--- src/rtl/alu_issue_ctrl.sv ---
// Issue/writeback front end for a combinational ALU: accepts one instruction word,
// presents registered operands for one EXEC cycle, then writes back result, flags and count.
module alu_issue_ctrl #(
  parameter int NREGS = 8,
  parameter int WIDTH = 16
) (
  input  logic                     clk,
  input  logic                     rst,
  input  logic                     instr_valid,
  output logic                     instr_ready,
  input  logic [15:0]              instr,
  output logic [WIDTH-1:0]         alu_a,
  output logic [WIDTH-1:0]         alu_b,
  output logic [3:0]               alu_op,
  input  logic [WIDTH-1:0]         alu_out,
  input  logic [2:0]               alu_flags,
  input  logic [$clog2(NREGS)-1:0] dbg_sel,
  output logic [WIDTH-1:0]         dbg_data,
  output logic [2:0]               flags_q,
  output logic                     done,
  output logic                     err,
  output logic [15:0]              retired_count
);

  localparam int IDXW = $clog2(NREGS);

  localparam logic [3:0] OP_NOP = 4'd0;
  localparam logic [3:0] OP_LDI = 4'd10;

  typedef enum logic [0:0] {
    ST_IDLE = 1'b0,
    ST_EXEC = 1'b1
  } state_t;

  function automatic logic is_alu_op(input logic [3:0] op);
    return (op >= 4'd1) && (op <= 4'd9);
  endfunction

  state_t           state_q, state_d;
  logic [15:0]      instr_q, instr_d;
  logic [WIDTH-1:0] regs_q [NREGS];
  logic [WIDTH-1:0] regs_d [NREGS];
  logic [2:0]       flags_d;
  logic             err_q, err_d;
  logic             done_q, done_d;
  logic [15:0]      cnt_q, cnt_d;
  logic [WIDTH-1:0] alu_a_q, alu_a_d;
  logic [WIDTH-1:0] alu_b_q, alu_b_d;
  logic [3:0]       alu_op_q, alu_op_d;

  logic [3:0]       op_in;
  logic [IDXW-1:0]  rs1_in, rs2_in;
  logic [3:0]       op_x;
  logic [IDXW-1:0]  rd_x;
  logic [WIDTH-1:0] imm_x;

  assign op_in  = instr[15:12];
  assign rs1_in = instr[8:6];
  assign rs2_in = instr[5:3];
  assign op_x   = instr_q[15:12];
  assign rd_x   = instr_q[11:9];
  assign imm_x  = {{(WIDTH-9){1'b0}}, instr_q[8:0]};

  // Operands are captured at the accept edge; no writeback can land between
  // that edge and EXEC, so they equal the EXEC-cycle register contents.
  always_comb begin
    state_d  = state_q;
    instr_d  = instr_q;
    regs_d   = regs_q;
    flags_d  = flags_q;
    err_d    = err_q;
    done_d   = 1'b0;
    cnt_d    = cnt_q;
    alu_a_d  = {WIDTH{1'b0}};
    alu_b_d  = {WIDTH{1'b0}};
    alu_op_d = 4'd0;
    case (state_q)
      ST_IDLE: begin
        if (instr_valid) begin
          instr_d = instr;
          state_d = ST_EXEC;
          if (is_alu_op(op_in)) begin
            alu_a_d  = regs_q[rs1_in];
            alu_b_d  = regs_q[rs2_in];
            alu_op_d = op_in;
          end else begin
            alu_op_d = 4'd0;
          end
        end else begin
          state_d = ST_IDLE;
        end
      end
      ST_EXEC: begin
        case (op_x)
          OP_NOP: err_d = err_q;
          OP_LDI: regs_d[rd_x] = imm_x;
          default: begin
            if (is_alu_op(op_x)) begin
              regs_d[rd_x] = alu_out;
              flags_d      = alu_flags;
            end else begin
              err_d = 1'b1;
            end
          end
        endcase
        done_d  = 1'b1;
        cnt_d   = cnt_q + 16'd1;
        state_d = ST_IDLE;
      end
      default: state_d = ST_IDLE;
    endcase
  end

  // State and datapath registers; reset also aborts an in-flight EXEC.
  always_ff @(posedge clk) begin
    if (rst) begin
      state_q  <= ST_IDLE;
      instr_q  <= 16'd0;
      regs_q   <= '{default: {WIDTH{1'b0}}};
      flags_q  <= 3'd0;
      err_q    <= 1'b0;
      done_q   <= 1'b0;
      cnt_q    <= 16'd0;
      alu_a_q  <= {WIDTH{1'b0}};
      alu_b_q  <= {WIDTH{1'b0}};
      alu_op_q <= 4'd0;
    end else begin
      state_q  <= state_d;
      instr_q  <= instr_d;
      regs_q   <= regs_d;
      flags_q  <= flags_d;
      err_q    <= err_d;
      done_q   <= done_d;
      cnt_q    <= cnt_d;
      alu_a_q  <= alu_a_d;
      alu_b_q  <= alu_b_d;
      alu_op_q <= alu_op_d;
    end
  end

  assign instr_ready   = (state_q == ST_IDLE);
  assign alu_a         = alu_a_q;
  assign alu_b         = alu_b_q;
  assign alu_op        = alu_op_q;
  assign dbg_data      = regs_q[dbg_sel];
  assign done          = done_q;
  assign err           = err_q;
  assign retired_count = cnt_q;

endmodule

--- config.mk ---
export PLATFORM = sky130hd
export DESIGN_NAME = alu_issue_ctrl
export DESIGN_NICKNAME = d
export VERILOG_FILES = /design/src/rtl/alu_issue_ctrl.sv
export SDC_FILE = /design/constraint.sdc
export NUM_CORES = 1
export LEC_CHECK = 0
export CORE_MARGIN = 2
export CORE_UTILIZATION = 58
export CTS_BUF_LIST = sky130_fd_sc_hd__clkbuf_2 sky130_fd_sc_hd__clkbuf_4 sky130_fd_sc_hd__clkbuf_8
export CTS_CLUSTER_SIZE = 12
export DETAILED_ROUTE_END_ITERATION = 8
export GPL_ROUTABILITY_DRIVEN = 0
export GPL_TIMING_DRIVEN = 0
export PLACE_DENSITY = 0.91
export SYNTH_ARGS = -nofsm -noshare
export SYNTH_HDL_FRONTEND = slang
export SYNTH_SLANG_ARGS = --single-unit
--- constraint.sdc ---
create_clock -name clk -period 3.1 [get_ports clk]
set_clock_uncertainty 0.2 [all_clocks]
set_input_delay 0.465 -clock clk [delete_from_list [all_inputs] [get_ports clk]]
set_output_delay 0.465 -clock clk [all_outputs]
set_load 0.005 [all_outputs]
Word-level counts from Yosys, hierarchy flattened

Index checks and enable logic that the tools add are counted.

Output and inout bits: 74
Bits in registers: 202
Bits of input ports: 41
Word-level logic and storage cells: 67

Magnitude comparators: 9
Bitwise gates (word level): 10
Muxes and demuxes: 18
Add/subtract/negate cells: 1
Reduce and logical (&&, ||, !) cells: 11
Equal/unequal tests: 1

Operators by type and width:

| kind                    | number |
|---|---|
| $bwmux W128             | 2 |
| $pmux W128 S2           | 1 |
| $bmux W16 S3            | 3 |
| $mux W128               | 1 |
| $mux W16                | 7 |
| $demux W16 S3           | 1 |
| $add A16 B1 Y16 const B | 1 |
| $ge A4 B4 Y1 const B    | 4 |
| $not A3 Y4              | 4 |
| $reduce_and A3 Y1       | 3 |
| $ge A4 B1 Y1 const B    | 2 |
| $le A4 B4 Y1 const B    | 2 |
| $not A1 Y1              | 6 |
| $eq A4 B4 Y1 const B    | 1 |
| $logic_not A4 Y1        | 1 |
| $lt A4 B1 Y1 const B    | 1 |
| $reduce_or A4 Y1        | 1 |
| $logic_and A1 B1 Y1     | 3 |
| $mux W1                 | 2 |
| $pmux W1 S2             | 1 |
| $reduce_and A2 Y1       | 1 |
| $reduce_bool A2 Y1      | 1 |
| $reduce_or A2 Y1        | 1 |

Longest topological paths before layout

Depth after elaboration: 8
Gate-level depth with buffers: 7
Depth with buffers taken out: 5

Least setup slack after synthesis

Ideal clock, no wire load.

Path type: input-to-output
From: in dbg_sel[1]
To: out dbg_data[15]
Arrival: 2067 ps
Slack: 368 ps
Required time: 2435 ps
Buffers on the path: 3
Stages: 5
Path through: clkbuf_1 > clkbuf_1 > buf_1 > mux4_2 > mux2_2

Word-level cells in the longest chain between the ends: 4

Ends and longest elaborated chain:

| what                                        | line | source |
|---|---|---|
| from (decl)                                 | 17   | `input logic [$clog2(NREGS)-1:0] dbg_sel,` |
| $not A3 Y4 (implied by the code)            | 145  | `assign dbg_data = regs_q[dbg_sel];` |
| $bmux W16 S3                                | 145  |  |
| $mux W16 (implied by the code) (2 in a row) | 145  |  |
| to (decl)                                   | 18   | `output logic [WIDTH-1:0] dbg_data,` |

No other way between the ends. The select of a mux whose other input is x is not followed.

Final worst setup path

From: reg instr_q[13]
To: reg regs_q[6] in the netlist's numbering

Word-level cells in the longest chain between the ends: 4
Elaborated cells between the ends (all ways): 9
Those cells by class: 2 x order compare; 1 x eq/ne; 1 x mux; 1 x bitwise; 4 x reduce/logical

Ends and longest elaborated chain:

| what                                                | line | source |
|---|---|---|
| from (decl)                                         | 40   | `logic [15:0] instr_q, instr_d;` |
| from (signal assigned)                              | 129  | `instr_q <= instr_d;` |
| $ge A4 B1 Y1 / $le A4 B4 Y1 (equally long branches) | 36   | `return (op >= 4'd1) && (op <= 4'd9);` |
| $logic_and A1 B1 Y1                                 | 36   |  |
| $reduce_bool A2 Y1 (no line)                        | n/a  |  |
| $reduce_and A3 Y1 (no line)                         | n/a  |  |
| to (signal assigned)                                | 130  | `regs_q <= regs_d;` |
| to (decl)                                           | 41   | `logic [WIDTH-1:0] regs_q [NREGS];` |

Several ways; a longest one is shown, not always the timed one.
A chain may end at the register's enable or synchronous reset.

==> metrics.txt <==
outcome=complete, no violations; Post-CTS Setup Inserts=0; Synth area leaders=dfxtp_1 (40%), mux4_2 (22%), mux2i_1 (10%), nor2_1 (6.9%), a211oi_1 (5.4%); CTS sink count=202; Layout area overhead=20.0%; post-synthesis register bit count=202; CTS root buf=clkbuf_8; Synthesis Warnings=0; async set or reset register ratio after synthesis=0; crit start category=register; CTS H-tree lvls=2; Pwr Total=5550 uW; Tot GR Track Use=0.326; ys flop type=dfxtp_1; Pre-antenna DRT Iters=8; Commonest cells post-synth=dfxtp_1 (202), nor2_1 (185), mux2i_1 (101); Die X=135 um; antenna violations before repair=0; number of flops mapped to enable cells by yosys=0; CP max stage cell=mux2i_1; crit-path max FO=10; crit path cell chain=nor4bb_1, clkbuf_1, buf_2, mux2i_1, a211oi_1; Buffers & Inverters on Critical Path=2; # fillers=1164; vias per inst=6.53; Max stage delay on crit path=~0.85 ns; core box area=about 17000 sq um; Leak=0.00402 uW; first-pass GRT wire length=45.1 mm; detailed-route via count=8283; Site Rows=48; NumNets Final=~1100; Max Buffers Root-to-Sink=3; GRT Max-Usage Layer=met2; CTS Buf Count=34; later-pin clock latency in the skew report=0.54 ns; syn nets=928; CTS tree=built; worst setup margin=0.0289 ns; library cells used by synthesis=35; Die H=135 um; dpl hpwl=19.9 mm; routed len/inst=roughly 23 um; vias in the first global route=about 8400; Setup Viol. Count Final=0; crit share post-route=0.991; Place WS=-0.773 ns; Pwr Density=463 nW/um^2; met2 GRT Util=0.533; Post-Syn Instances=886; clock-pin slew of the registers on the worst-case setup and hold paths=0.06 ns; Inst Count DP=1215; met1 Usage GRT=0.391; CP Data Arrival Time=3.21 ns; Finished Cell Area=12000 sq um; final wirelength=~30 mm; Fmax achieved=between 300 and 400 MHz; max cap viols=0; fin cells=1269; Crit. End Element=register; Post-DP Area=11300 sq um; Crit Path Class=reg -> reg; num ports=115; Post-CTS Hold Buffers=0; die area=18300 sq um; sequential element share of the synthesized area=0.404; # DRC=0; pin count of the biggest net entering global routing=11; DRT iter0 DRCs=approximately 1000; most frequent cell after synthesis=dfxtp_1; ratio of cells with drive above 1 in the final layout=0.205; final hold vios=0; # port buffers=between 100 and 150; GRT overflow=0; synthesized cell area=approximately 10000 sq um; min-delay worst type=in -> reg; antenna cells=0; Initial Util=0.586; antenna viol nets, final=0; Slew @ Worst Pin=1.10 ns; required time of the critical path=3.24 ns; M3 GR Usage=0.0804; Worst path top cell family by delay=buffers and inverters; fin crit period=3.07 ns; max-slew violations=0; max_slew headroom=0.259; post-synth top area share=0.404; Setup TNS Final=0 ns; Synth area leader=dfxtp_1; worst vdd ir=between 400 and 500 uV; Post-Syn Area per Cell=11.3 sq um
## metal layers
metal  wire, um  vias up
met3       3600      163
met4       1720        0
li1           -     3540
met5          0        -
met1      10500     3954
met2      13900      626
## repair_timing
item | 4_1_cts | 5_1_grt
pin swaps | 0 | 0
gates resized for setup | 12 | 7
endpoints found under the setup margin | 16 | 16
gates cloned | 0 | 0
## sequential cells by signal, summed over array words and instances (netlist names), 3 cells and up
| name | cells |
|---|---|
| alu_a | 16 |
| alu_b | 16 |
| alu_op | 4 |
| flags_q | 3 |
| instr_q | 16 |
| regs_q | 128 |
| retired_count | 16 |
## worst register-to-register path, stage by stage (launching register included)
cell and delay (ns):
dfxtp_1 0.43, nor4bb_1 0.31, clkbuf_1 0.45, buf_2 0.42
mux2i_1 0.85, a211oi_1 0.20
## layout by cell type (no fill, tap or decap), types with 10 or more instances in the layout
| cell type | synthesis | routed |
|---|---|---|
| mux4_2 | 96 | 96 |
| dfxtp_1 | 202 | 202 |
| nor2_1 | 185 | 185 |
| buf_1 | 11 | 10 |
| clkbuf_4 | 0 | 14 |
| a211oi_1 | 72 | 72 |
| clkdlybuf4s50_1 | 0 | 104 |
| buf_6 | 16 | 17 |
| a21oi_1 | 18 | 18 |
| buf_2 | 14 | 12 |
| clkbuf_8 | 0 | 40 |
| nand2_1 | 38 | 38 |
| nor2b_1 | 10 | 10 |
| mux2_2 | 16 | 16 |
| clkbuf_1 | 44 | 38 |
| mux2i_1 | 101 | 100 |
## power breakdown
group | switching [uW] | total (uW) | internal (uW)
Sequential | 33.4 | 2670 | 2630
Clock | 1070 | 2360 | 1290
Combinational | 315 | 525 | 210
## per-stage QoR
stage | hold slack, ns | utilization
after floorplan | 0.236 | -
after global placement | 0.241 | 0.664
after detailed placement | 0.249 | 0.664
after CTS | 0.200 | 0.703
after global routing | 0.237 | 0.704
final | 0.203 | 0.704
## final timing paths
kind                                   from         end  slack, ns  depth (start not counted)
worst max-delay path            instr_q[13]   regs_q[6]       0.03                          5
worst min-delay path                    rst     state_q       0.20                          2
worst max register to register  instr_q[13]   regs_q[6]       0.03                          5
worst min register to register   instr_q[5]  instr_q[5]       0.26                          2
## final cells by class
class / instances / area (sq um) / share of cell area
Timing Repair Buffer: 104 / 1040 / 0.0867
Buffer: 86 / 495 / 0.0413
Clock buffer: 52 / 634 / 0.0529
Sequential cell: 202 / 4040 / 0.337
Inverter: 4 / 15.0 / 0.00125
Tap cell: 225 / 282 / 0.0235
Clock inverter: 2 / 12.5 / 0.00104
Multi-Input combinational cell: 594 / 5480 / 0.456
## logic make-up (layout without fill, tap and decap cells)
logic type                 after synthesis  in the layout  share of synthesized area
DFF                                    202            202                      0.404
xor gates and xnor gates                11             11                    0.00964
buffers and inverters                   90            248                     0.0479
adders and majority gates                1              1                    0.00125
AOI/OAI and AO/OA                      104            104                     0.0885
and+or+nand+nor                        263            263                      0.111
muxes                                  215            215                      0.338
Note: power is estimated with default switching activity, not from simulation.
